===== src/rtl/bk_add_arbiter_if.sv =====
// Bundle of the request, response and adder-side signals of bk_add_arbiter.
//   slave  : the arbiter itself (accepts requests, drives responses and add_in)
//   master : the surrounding environment (clients plus the adder instance)
// Signals:
//   req_valid/req_ready  per-requester handshake, req_ready is a one-hot grant
//   req_a/req_b          packed operands, requester i at [i*OP_W +: OP_W]
//   rsp_valid/rsp_ready  result handshake
//   rsp_id/rsp_sum       owner index and 13-bit sum of the result
//   add_in/add_out       interleaved operand bus to the adder and its result
interface bk_add_arbiter_if #(
    parameter int NUM_REQ = 4,
    parameter int OP_W    = 12
);
    localparam int ID_W = (NUM_REQ > 1) ? $clog2(NUM_REQ) : 1;

    logic [NUM_REQ-1:0]      req_valid;
    logic [NUM_REQ-1:0]      req_ready;
    logic [NUM_REQ*OP_W-1:0] req_a;
    logic [NUM_REQ*OP_W-1:0] req_b;
    logic                    rsp_valid;
    logic                    rsp_ready;
    logic [ID_W-1:0]         rsp_id;
    logic [OP_W:0]           rsp_sum;
    logic [2*OP_W-1:0]       add_in;
    logic [OP_W:0]           add_out;

    modport slave (
        input  req_valid, req_a, req_b, rsp_ready, add_out,
        output req_ready, rsp_valid, rsp_id, rsp_sum, add_in
    );

    modport master (
        output req_valid, req_a, req_b, rsp_ready, add_out,
        input  req_ready, rsp_valid, rsp_id, rsp_sum, add_in
    );
endinterface


===== src/rtl/bk_add_arbiter.sv =====
// Round-robin arbiter that shares one combinational 12-bit adder among
// NUM_REQ requesters, one transaction in flight at a time.
// Ports:
//   clk  rising-edge clock
//   rst  synchronous, active-high reset
//   bus  bk_add_arbiter_if.slave: request handshake and operands, response
//        handshake with id/sum, interleaved adder operand bus and adder result
// Flow: IDLE grants and registers operands, EXEC captures the adder output,
// RESP holds the result until rsp_ready.
module bk_add_arbiter #(
    parameter int NUM_REQ = 4,
    parameter int OP_W    = 12
) (
    input  logic               clk,
    input  logic               rst,
    bk_add_arbiter_if.slave    bus
);
    localparam int ID_W = (NUM_REQ > 1) ? $clog2(NUM_REQ) : 1;
    // Requester count at ID_W+1 bits so modulo arithmetic cannot overflow.
    localparam logic [ID_W:0] NUM_REQ_W = (ID_W+1)'(NUM_REQ);

    typedef enum logic [1:0] {
        IDLE = 2'd0,
        EXEC = 2'd1,
        RESP = 2'd2
    } state_t;

    state_t              state_q, state_d;
    logic [ID_W-1:0]     rr_ptr_q, rr_ptr_d;
    logic [ID_W-1:0]     id_q, id_d;
    logic [2*OP_W-1:0]   add_in_q, add_in_d;
    logic                rsp_valid_q, rsp_valid_d;
    logic [ID_W-1:0]     rsp_id_q, rsp_id_d;
    logic [OP_W:0]       rsp_sum_q, rsp_sum_d;

    logic [NUM_REQ-1:0]  req_ready_s;
    logic [ID_W-1:0]     winner_s;
    logic                found_s;
    logic [ID_W:0]       idx_s;
    logic [ID_W:0]       ptr_inc_s;

    // Adder wants a and b bit-interleaved: even positions a, odd positions b.
    function automatic logic [2*OP_W-1:0] interleave(input logic [OP_W-1:0] a,
                                                     input logic [OP_W-1:0] b);
        logic [2*OP_W-1:0] r;
        r = '0;
        for (int k = 0; k < OP_W; k++) begin
            r[2*k]   = a[k];
            r[2*k+1] = b[k];
        end
        return r;
    endfunction

    // Winner search: first valid requester at or after rr_ptr, wrapping.
    always_comb begin
        winner_s = '0;
        found_s  = 1'b0;
        idx_s    = '0;
        for (int k = 0; k < NUM_REQ; k++) begin
            idx_s = {1'b0, rr_ptr_q} + (ID_W+1)'(k);
            idx_s = (idx_s >= NUM_REQ_W) ? (idx_s - NUM_REQ_W) : idx_s;
            winner_s = (!found_s && bus.req_valid[idx_s[ID_W-1:0]]) ? idx_s[ID_W-1:0] : winner_s;
            found_s  = found_s | bus.req_valid[idx_s[ID_W-1:0]];
        end
    end

    // Pointer moves one past the winner so the winner gets lowest priority next.
    always_comb begin
        ptr_inc_s = {1'b0, winner_s} + {{ID_W{1'b0}}, 1'b1};
    end

    // Next-state and grant logic.
    always_comb begin
        state_d     = state_q;
        rr_ptr_d    = rr_ptr_q;
        id_d        = id_q;
        add_in_d    = add_in_q;
        rsp_valid_d = rsp_valid_q;
        rsp_id_d    = rsp_id_q;
        rsp_sum_d   = rsp_sum_q;
        req_ready_s = '0;
        case (state_q)
            IDLE: begin
                if (found_s) begin
                    req_ready_s = {{(NUM_REQ-1){1'b0}}, 1'b1} << winner_s;
                    add_in_d    = interleave(bus.req_a[winner_s*OP_W +: OP_W],
                                             bus.req_b[winner_s*OP_W +: OP_W]);
                    id_d        = winner_s;
                    rr_ptr_d    = (ptr_inc_s >= NUM_REQ_W) ? '0 : ptr_inc_s[ID_W-1:0];
                    state_d     = EXEC;
                end else begin
                    state_d     = IDLE;
                end
            end
            EXEC: begin
                // add_in has been stable for a full cycle, so add_out is settled.
                rsp_sum_d   = bus.add_out;
                rsp_id_d    = id_q;
                rsp_valid_d = 1'b1;
                state_d     = RESP;
            end
            RESP: begin
                if (bus.rsp_ready) begin
                    rsp_valid_d = 1'b0;
                    state_d     = IDLE;
                end else begin
                    state_d     = RESP;
                end
            end
            default: begin
                rsp_valid_d = 1'b0;
                state_d     = IDLE;
            end
        endcase
    end

    // State and datapath registers with synchronous reset.
    always_ff @(posedge clk) begin
        if (rst) begin
            state_q     <= IDLE;
            rr_ptr_q    <= '0;
            id_q        <= '0;
            add_in_q    <= '0;
            rsp_valid_q <= 1'b0;
            rsp_id_q    <= '0;
            rsp_sum_q   <= '0;
        end else begin
            state_q     <= state_d;
            rr_ptr_q    <= rr_ptr_d;
            id_q        <= id_d;
            add_in_q    <= add_in_d;
            rsp_valid_q <= rsp_valid_d;
            rsp_id_q    <= rsp_id_d;
            rsp_sum_q   <= rsp_sum_d;
        end
    end

    assign bus.req_ready = req_ready_s;
    assign bus.add_in    = add_in_q;
    assign bus.rsp_valid = rsp_valid_q;
    assign bus.rsp_id    = rsp_id_q;
    assign bus.rsp_sum   = rsp_sum_q;

endmodule


===== src/flat_wrapper.sv =====
// flat-port wrapper written by rule: the top's interface ports become plain ports
module bk_add_arbiter_flat 
#(
    parameter int NUM_REQ = 4,
    parameter int OP_W    = 12
)
  (clk, rst, bus_req_valid, bus_req_a, bus_req_b, bus_rsp_ready, bus_add_out, bus_req_ready, bus_rsp_valid, bus_rsp_id, bus_rsp_sum, bus_add_in);
  bk_add_arbiter_if #(.NUM_REQ(NUM_REQ), .OP_W(OP_W)) bus_i ();
  input  logic clk;
  input  logic rst;
  input wire logic [$bits(bus_i.req_valid)-1:0] bus_req_valid;
  input wire logic [$bits(bus_i.req_a)-1:0] bus_req_a;
  input wire logic [$bits(bus_i.req_b)-1:0] bus_req_b;
  input wire logic [$bits(bus_i.rsp_ready)-1:0] bus_rsp_ready;
  input wire logic [$bits(bus_i.add_out)-1:0] bus_add_out;
  output wire logic [$bits(bus_i.req_ready)-1:0] bus_req_ready;
  output wire logic [$bits(bus_i.rsp_valid)-1:0] bus_rsp_valid;
  output wire logic [$bits(bus_i.rsp_id)-1:0] bus_rsp_id;
  output wire logic [$bits(bus_i.rsp_sum)-1:0] bus_rsp_sum;
  output wire logic [$bits(bus_i.add_in)-1:0] bus_add_in;
  assign bus_i.req_valid = bus_req_valid;
  assign bus_i.req_a = bus_req_a;
  assign bus_i.req_b = bus_req_b;
  assign bus_i.rsp_ready = bus_rsp_ready;
  assign bus_i.add_out = bus_add_out;
  assign bus_req_ready = bus_i.req_ready;
  assign bus_rsp_valid = bus_i.rsp_valid;
  assign bus_rsp_id = bus_i.rsp_id;
  assign bus_rsp_sum = bus_i.rsp_sum;
  assign bus_add_in = bus_i.add_in;
  bk_add_arbiter #(.NUM_REQ(NUM_REQ), .OP_W(OP_W)) u_core (.clk(clk), .rst(rst), .bus(bus_i));
endmodule

===== config.mk =====
export PLATFORM = sky130hd
export DESIGN_NAME = bk_add_arbiter_flat
export DESIGN_NICKNAME = d
export VERILOG_FILES = /design/src/rtl/bk_add_arbiter_if.sv /design/src/rtl/bk_add_arbiter.sv /design/src/flat_wrapper.sv
export SDC_FILE = /design/constraint.sdc
export NUM_CORES = 1
export LEC_CHECK = 0
export CORE_ASPECT_RATIO = 0.5
export CORE_UTILIZATION = 39
export DETAILED_ROUTE_END_ITERATION = 8
export PLACE_DENSITY = 0.95
export SETUP_SLACK_MARGIN = 0.1
export SYNTH_ARGS = -nofsm -noshare
export SYNTH_HDL_FRONTEND = slang
export SYNTH_SLANG_ARGS = --single-unit

===== constraint.sdc =====
create_clock -name clk -period 4.5 [get_ports clk]
set_clock_uncertainty 0.1 [all_clocks]
set_input_delay 0.9 -clock clk [delete_from_list [all_inputs] [get_ports clk]]
set_output_delay 0.9 -clock clk [all_outputs]
set_load 0.1 [all_outputs]

==> impl_metrics.json, run 1 <==
{
  "yosysTopAreaCell": "dfxtp_1",
  "grt_pass1_vias": 2749,
  "finalMaxSlewViolations": 0,
  "netlist.area_leader.share_pct": 37.1,
  "dp_hpwl_mm": 6.06,
  "globalplace.congestion": 0.881,
  "ir_drop_v": 0.000209,
  "setup_tns_ns": 0,
  "numCtsBuffers": 5,
  "vias_per_cell": 5.33,
  "path_max_fanout": 26,
  "antenna_found_initial": 0,
  "grt_overflow_total": 0,
  "core_area_sq_um": 6110,
  "netlist_area_sq_um": 2480,
  "fin_crit_sh_pct": 82.4,
  "synth.avg_cell_area_sq_um": 8.12,
  "fp.dieW_microns": 115,
  "place.port_buffers": 159,
  "ys_types": 31,
  "clock.fmax_mhz": 270,
  "async_flop_share_pct": 0,
  "wl_per_cell_microns": 15.8,
  "hold_violations": 0,
  "dieArea_sq_um": 6710,
  "slew_headroom_pct": 27.2,
  "powerDensity_nw_per_um2": 433,
  "antenna_cells": 0,
  "worst_path_dominant_cell_family": "buffers and inverters",
  "drcViolationCount": 0,
  "final_layout_size_suffix_gt1_share_pct": 5.73,
  "path_class": "in -> out",
  "outcome": "finished clean",
  "fillerInstances": 453,
  "worstSetupStartpointType": "input port",
  "grt_use_met3_pct": 5.66,
  "postSynthNetCount": 423,
  "syn_inst": 306,
  "power_mw": 1.86,
  "root_buffer": "clkbuf_16",
  "rsz0062_at_grt": "no",
  "grt_pass1_wl_mm": 12.8,
  "slowest_delay_ns": 0.56,
  "placed_cells": 534,
  "instances_no_fill": 542,
  "die_h_microns": 58.4,
  "worstHoldPathType": "reg -> reg",
  "period_minus_slack_ns": 3.71,
  "cts_sinks": 46,
  "path_cells": "clkdlybuf4s50_1 -> mux2i_1 -> o22ai_2 -> buf_4 -> o21ai_0 -> nor2_1 -> buf_12",
  "cp.arrival_ns": 2.71,
  "netlist_top_cells_area": "dfxtp_1 (37%), mux2i_1 (11%), nand2_1 (8.5%), a211o_1 (8.5%), o211ai_1 (7.3%)",
  "synth_edf_count": 0,
  "num_vias": 2889,
  "start_util_pct": 40.7,
  "setup_viol": 0,
  "synth_warnings": 0,
  "cp_num_buf_inv": 3,
  "grt_use_total_pct": 24.7,
  "io_pins": 160,
  "clkLatencyLatePin_ns": 0.28,
  "postCtsSetupBuffers": 0,
  "drt_iter0_markers": 206,
  "worstMarginPinSlew_ns": 1.09,
  "rows": 20,
  "reg2reg_setup_slack_ns": 2.15,
  "cts_resized": 0,
  "drv_cap": 0,
  "drtAntennaViolNets": 0,
  "hold_buffers": 0,
  "synthFlopType": "dfxtp_1",
  "clk_pin_slew_ns": 0.06,
  "wl_mm": 8.59,
  "fin_ws_ns": 0.791,
  "areaGrowthSynthToFinish_pct": 73.2,
  "ys_ff_latch": 46,
  "critical_path.endpoint_type": "output port",
  "dr.pass1.iters": 5,
  "crit_path_top_delay_cell": "clkdlybuf4s50_1",
  "met2_usage_pct": 47.3,
  "cts_tree": "yes",
  "p_leak_nw": 1.56,
  "met1_usage_pct": 26.2,
  "ys_seq_area_share_pct": 37.1,
  "grt_busiest_layer": "met2",
  "h-tree-depth": 2,
  "pre_cts_ws_ns": 0.807,
  "required_ns": 3.50,
  "grt_max_degree": 28,
  "clk_path_buf_depth": 2,
  "final_nets": 570
}
-- cell families after synthesis --
group                    Yosys count  share of synthesized area (%)
multiplexers                      27                           10.9
AO/OA/AOI/OAI                     99                           27.2
buffers and inverters             28                           4.99
flip-flops                        46                           37.1
adder cells (fa/ha/maj)            1                          0.504
AND/OR/NAND/NOR                  105                           19.3
-- synth_stat cells, types with 2 or more instances --
cell	instances
nand2_1	56
dfxtp_1	46
mux2i_1	27
o21ai_0	25
a211o_1	24
nand3_1	24
o211ai_1	24
a21oi_1	20
clkbuf_1	13
nor2_1	11
buf_2	9
nand2b_1	5
buf_4	2
inv_1	2
nor2b_1	2
-- final timing paths --
check	cells after the start	to	startpoint
worst max register to register	7	u_core.bus.add_in[7]	u_core.rr_ptr_q[1]
worst min-delay path	2	u_core.bus.rsp_sum[4]	u_core.bus.rsp_sum[4]
worst min register to register	2	u_core.bus.rsp_sum[4]	u_core.bus.rsp_sum[4]
worst max-delay path	7	bus_req_ready[0]	bus_req_valid[2]
-- per-layer routing --
layer | vias to the layer above | part of all wire, % | routed length, microns
li1 | 1404 | - | -
met1 | 1322 | 39 | 3330
met2 | 126 | 51 | 4420
met3 | 37 | 6.2 | 529
met4 | 0 | 3.7 | 317
met5 | - | 0 | 0
-- through the flow --
step                      area [sq um]  util [%]  hold slack (ns)
after floorplan                   2480         -            0.331
after global placement            4160      68.1            0.341
after detailed placement          4160      68.1            0.346
after CTS                         4300      70.5            0.355
after global routing              4300      70.5            0.371
final                             4300      70.5            0.352
-- flip-flops by register name, summed over array words and instances (netlist names) --
register,flops
u_core.bus.add_in,24
u_core.bus.rsp_sum,13
u_core.bus.rsp_id,2
u_core.id_q,2
u_core.rr_ptr_q,2
u_core.state_q,2
u_core.bus.rsp_valid,1
-- final cells by class --
cell class	count	area [sq um]	share of cell area [%]
sequential	46	921	21.4
multi-input combinational	232	1440	33.5
clock inverter	2	13.8	0.320
clock buffer	6	129	3.00
timing repair buffer	165	1680	39.0
inverter	3	11.3	0.262
tap	88	110	2.56
-- cell usage in the layout, fill, tap and decap left out, types with 2 or more instances in the layout --
cell and instances:
buf_12 4, inv_1 2, clkbuf_16 5, clkdlybuf4s50_1 155, a211o_1 24, dfxtp_1 46
nand2b_1 5, mux2i_1 27, nor2_1 10, nand2_1 56, nand3_1 24, a21oi_1 20
o211ai_1 24, buf_4 6, o21ai_0 25, nor2b_1 2
-- report_power, final --
part           internal (mW)  total [mW]  switching [mW]  leakage (nW)
combinational          0.314       0.993           0.679          1.12
sequential             0.470       0.506          0.0365         0.378
clock                  0.206       0.363           0.157        0.0708
-- worst register-to-register path: cells and delay by family, from the launching register on --
family          cells  cell delay [ns]
flops               1             0.45
mux                 2             0.65
simple gates        1             0.14
compound gates      2             0.25
buf+inv             2             0.62
Note: power is estimated with default switching activity, not from simulation.
==> run 2: changes to the inputs <==
- CORE_UTILIZATION: 39 -> 33
- PLACE_DENSITY: 0.95 -> 0.87
- clock period: 4.5 -> 3.3 ns (I/O delays scaled with it)
==> run 2 against run 1 <==
Core utilization is 8.7 points lower. Final cell count is 1.7% higher. Critical path depth is 1 lower. Die area is 18% higher. Sequential power is 37% higher.
==> impl_metrics.json, run 2 (synthesis gave the netlist of run 1 again) <==
{
  "worstHoldEndpoint": "u_core.bus.rsp_sum[7]",
  "start_util_pct": 35.7,
  "ff2ff_path_depth": 6,
  "worstMarginPinSlew_ns": 1.01,
  "io_pins": 160,
  "critical_path.endpoint_type": "output port",
  "grt_max_degree": 25,
  "path_max_fanout": 5,
  "final_layout_size_suffix_gt1_share_pct": 15.9,
  "wl_mm": 8.47,
  "fin_crit_sh_pct": 91.6,
  "postCtsSetupBuffers": 0,
  "ir_drop_v": 0.000381,
  "num_vias": 2845,
  "hold_slack_ns": 0.354,
  "period_minus_slack_ns": 3.02,
  "drcViolationCount": 0,
  "globalplace.congestion": 0.754,
  "hold_buffers": 0,
  "wl_per_cell_microns": 15.4,
  "outcome": "finished clean",
  "holdPathStages": 2,
  "drtAntennaViolNets": 0,
  "powerDensity_nw_per_um2": 624,
  "r2r-start": "u_core.rr_ptr_q[0]",
  "slew_headroom_pct": 32.3,
  "reg2reg_setup_slack_ns": 1.14,
  "vias_per_cell": 5.16,
  "fp.dieW_microns": 125,
  "mostFrequentLayoutCell": "clkdlybuf4s50_1",
  "r2r-end": "u_core.bus.add_in[20]",
  "hold_violations": 0,
  "largest_reg_flops": 24,
  "cts_sinks": 46,
  "die_h_microns": 63.3,
  "dp_hpwl_mm": 6.11,
  "clk_pin_slew_ns": 0.06,
  "final_nets": 575,
  "required_ns": 2.54,
  "finalMaxSlewViolations": 0,
  "setup_viol": 0,
  "rsz0062_at_grt": "no",
  "h-tree-depth": 2,
  "final_area_sq_um": 4300,
  "post_dp_cell_area_sq_um": 4110,
  "min_from": "u_core.bus.rsp_sum[7]",
  "numCtsBuffers": 5,
  "grt_use_total_pct": 21.6,
  "antenna_found_initial": 0,
  "dieArea_sq_um": 7900,
  "grt_overflow_total": 0,
  "cp.arrival_ns": 2.26,
  "antenna_cells": 0,
  "core_area_sq_um": 6960,
  "grt_pass1_vias": 2842,
  "worstSetupStartpointType": "input port",
  "path_class": "in -> out",
  "cts_tree": "yes",
  "p_leak_nw": 1.68,
  "root_buffer": "clkbuf_16",
  "areaGrowthSynthToFinish_pct": 73.1,
  "fillerInstances": 606,
  "worstHoldPathType": "reg -> reg",
  "layout_common_cells": "clkdlybuf4s50_1 (115), nand2_1 (56), buf_4 (51), dfxtp_1 (46), mux2i_1 (27)",
  "place.port_buffers": 159,
  "crit_start": "bus_req_valid[2]",
  "rows": 21,
  "clkLatencyLatePin_ns": 0.29,
  "dr.pass1.iters": 4,
  "drt_iter0_markers": 176,
  "drv_cap": 0,
  "clk_path_buf_depth": 2,
  "grt_pass1_wl_mm": 13.7,
  "cts_resized": 0,
  "clock.fmax_mhz": 331
}
[run 2: metal layers]
metal	global-route usage, %	wire (microns)	up-vias
li1	-	-	1406
met1	25.5	3500	1305
met2	38.2	4240	110
met3	4.50	467	24
met4	9.79	263	0
met5	0	0	-
[run 2: final cells by class]
class                      instances  area (sq um)  area share [%]
timing repair buffer             170          1610            37.5
multi-input combinational        232          1440            33.6
sequential                        46           921            21.4
clock buffer                       5           125            2.91
tap                               92           115            2.68
clock inverter                     3          68.8            1.60
inverter                           3          11.3           0.262
[run 2: stage by stage]
stage | power [mW] | instances | utilization, % | setup TNS [ns] | worst slack (ns)
final | 2.68 | 551 | 61.7 | 0 | 0.277
after detailed placement | 2.05 | 543 | 59.0 | 0 | 0.292
after global placement | 2.03 | 543 | 59.0 | 0 | 0.363
after CTS | 2.70 | 551 | 61.7 | 0 | 0.292
after global routing | 2.80 | 551 | 61.7 | 0 | 0.169
after floorplan | 1.64 | 306 | - | -0.226 | -0.116
[run 2: critical path: stages]
cell and delay [ns]:
clkdlybuf4s50_1 0.58, mux2i_1 0.15, o22ai_2 0.25, o21ai_0 0.19, nor2_1 0.22, buf_12 0.21
[run 2: how the worst max path moves through the flow]
stage / end / cells past startpoint
floorplan: bus_req_ready[2] / 6
global route: bus_req_ready[3] / 6
global placement: bus_req_ready[3] / 6
finish: bus_req_ready[0] / 6
detailed placement: bus_req_ready[3] / 7
CTS: bus_req_ready[3] / 7
[run 2: power by group]
part / leakage, nW / total, mW / internal (mW) / switching [mW]
Sequential: 0.378 / 0.693 / 0.641 / 0.0521
Combinational: 1.21 / 1.34 / 0.415 / 0.927
Clock: 0.0940 / 0.649 / 0.435 / 0.214
==> run 3: changes to the inputs <==
- CAP_MARGIN: not set -> 40
- CORE_MARGIN: not set -> 3
==> run 3 against run 2 <==
Via count is 0.74% lower. Largest cell class unchanged. Combinational power hardly changed. Power is 4.8% lower. Clock power is 19% lower.
==> impl_metrics.json, run 3 (synthesis gave the netlist of run 1 again) <==
{
  "outcome": "finished clean",
  "clkLatencyLatePin_ns": 0.29,
  "core_area_sq_um": 6990,
  "areaGrowthSynthToFinish_pct": 71.5,
  "antenna_found_initial": 0,
  "final_area_sq_um": 4260,
  "reg2reg_setup_slack_ns": 1.07,
  "clk_pin_slew_ns": 0.07,
  "crit_path_top_delay_cell": "clkdlybuf4s50_1",
  "fin_crit_sh_pct": 91.5,
  "hold_violations": 0,
  "power.internal_mw": 1.36,
  "grt_pass1_vias": 2713,
  "p_leak_nw": 1.66,
  "slew_headroom_pct": 63.8,
  "drv_cap": 0,
  "antenna_cells": 0,
  "path_max_fanout": 6,
  "grt_pass1_wl_mm": 13.2,
  "final_nets": 575,
  "fp.dieW_microns": 129,
  "cts_tree": "yes",
  "rows": 21,
  "pre_cts_ws_ns": 0.270,
  "largest_reg_flops": 24,
  "grt_use_total_pct": 19.0,
  "clock.fmax_mhz": 331,
  "path_cells": "clkdlybuf4s50_1 -> nand2_1 -> nand3b_1 -> a2bb2oi_2 -> ha_1 -> and2_1 -> buf_12",
  "cts_resized": 0,
  "io_pins": 160,
  "crit_end": "bus_req_ready[3]",
  "clk_path_buf_depth": 2,
  "wl_mm": 8.69,
  "required_ns": 2.54,
  "grt_max_degree": 26,
  "power_mw": 2.55,
  "die_h_microns": 67.3,
  "comb_power_share_pct": 52.4,
  "cp.arrival_ns": 2.26,
  "finalMaxSlewViolations": 0,
  "fillerInstances": 619,
  "cts_sinks": 46,
  "clkPwrFrac_pct": 20.5,
  "root_buffer": "clkbuf_16",
  "wl_per_cell_microns": 15.8,
  "post_dp_cell_area_sq_um": 4110,
  "worstMarginPinSlew_ns": 0.543,
  "ff2ff_path_depth": 6,
  "p_sw_mw": 1.20,
  "dr.pass1.iters": 4,
  "final_layout_size_suffix_gt1_share_pct": 15.9,
  "globalplace.congestion": 0.791,
  "r2r-end": "u_core.bus.add_in[7]",
  "numCtsBuffers": 5,
  "drt_iter0_markers": 165,
  "start_util_pct": 35.5,
  "period_minus_slack_ns": 3.02,
  "powerDensity_nw_per_um2": 599,
  "fin_ws_ns": 0.281,
  "layout_common_cells": "clkdlybuf4s50_1 (115), nand2_1 (56), buf_4 (51), dfxtp_1 (46), mux2i_1 (27)",
  "ir_drop_v": 0.000269,
  "dp_hpwl_mm": 6.32,
  "hold_buffers": 0,
  "postCtsSetupBuffers": 0,
  "drcViolationCount": 0,
  "mostFrequentLayoutCell": "clkdlybuf4s50_1",
  "h-tree-depth": 2,
  "seqPwrFrac_pct": 27.1,
  "slowest_delay_ns": 0.49,
  "worstHoldPathType": "reg -> reg",
  "p_sw_share_pct": 46.8,
  "grt_overflow_total": 0,
  "num_vias": 2824,
  "vias_per_cell": 5.13,
  "critical_path.endpoint_type": "output port",
  "setup_viol": 0,
  "place.port_buffers": 159,
  "worstSetupStartpointType": "input port",
  "drtAntennaViolNets": 0,
  "r2r-start": "u_core.rr_ptr_q[0]",
  "rsz0062_at_grt": "no",
  "path_class": "in -> out",
  "crit_start": "bus_req_valid[0]",
  "dieArea_sq_um": 8670
}
run 3: worst max-delay path: cells and delay by family:
family,cells,cell delay [ns]
fa+ha+maj,1,0.21
buf+inv,2,0.67
compound gates,1,0.29
simple gates,3,0.43
run 3: layout make-up:
class                           count  area [sq um]  share of cell area, %
Clock inverter                      2          16.3                  0.382
Inverter                            3          11.3                  0.264
Sequential cell                    46           921                   21.6
Multi-Input combinational cell    232          1440                   33.9
Tap cell                           92           115                   2.70
Timing Repair Buffer              170          1610                   37.9
Clock buffer                        6           139                   3.26
run 3: per-layer routing:
layer | wire length (microns) | GRT usage [%] | part of all wire [%] | vias to the layer above
li1 | - | - | - | 1411
met1 | 3540 | 22.5 | 41 | 1290
met2 | 4430 | 34.5 | 51 | 104
met3 | 512 | 3.79 | 5.9 | 19
met4 | 211 | 7.59 | 2.4 | 0
met5 | 0 | 0 | 0 | -
run 3: worst min-delay path by stage:
stage	slack, ns	to	startpoint	depth (start not counted)
floorplan	0.33	u_core.bus.rsp_id[1]	u_core.id_q[1]	2
CTS	0.36	u_core.bus.rsp_sum[5]	u_core.bus.rsp_sum[5]	2
detailed placement	0.35	u_core.bus.rsp_sum[5]	u_core.bus.rsp_sum[5]	2
finish	0.35	u_core.bus.rsp_sum[2]	u_core.bus.rsp_sum[2]	2
global route	0.38	u_core.bus.rsp_id[1]	u_core.bus.rsp_id[1]	2
global placement	0.34	u_core.bus.rsp_sum[2]	u_core.bus.rsp_sum[2]	2
run 3: power groups by stage:
stage                     Sequential, mW  Clock (mW)  Combinational, mW
after floorplan                     1.23           0              0.419
after global placement             0.700           0               1.33
after detailed placement           0.703           0               1.34
after CTS                          0.692       0.541               1.34
after global routing               0.703       0.559               1.40
final                              0.693       0.524               1.34
run 3: per-stage QoR:
step | instances | hold slack (ns) | TNS, ns | utilization [%]
after floorplan | 306 | 0.331 | -0.226 | -
after global routing | 551 | 0.384 | 0 | 61.0
after CTS | 551 | 0.357 | 0 | 61.0
after detailed placement | 543 | 0.348 | 0 | 58.7
after global placement | 542 | 0.344 | 0 | 58.6
final | 551 | 0.355 | 0 | 61.0
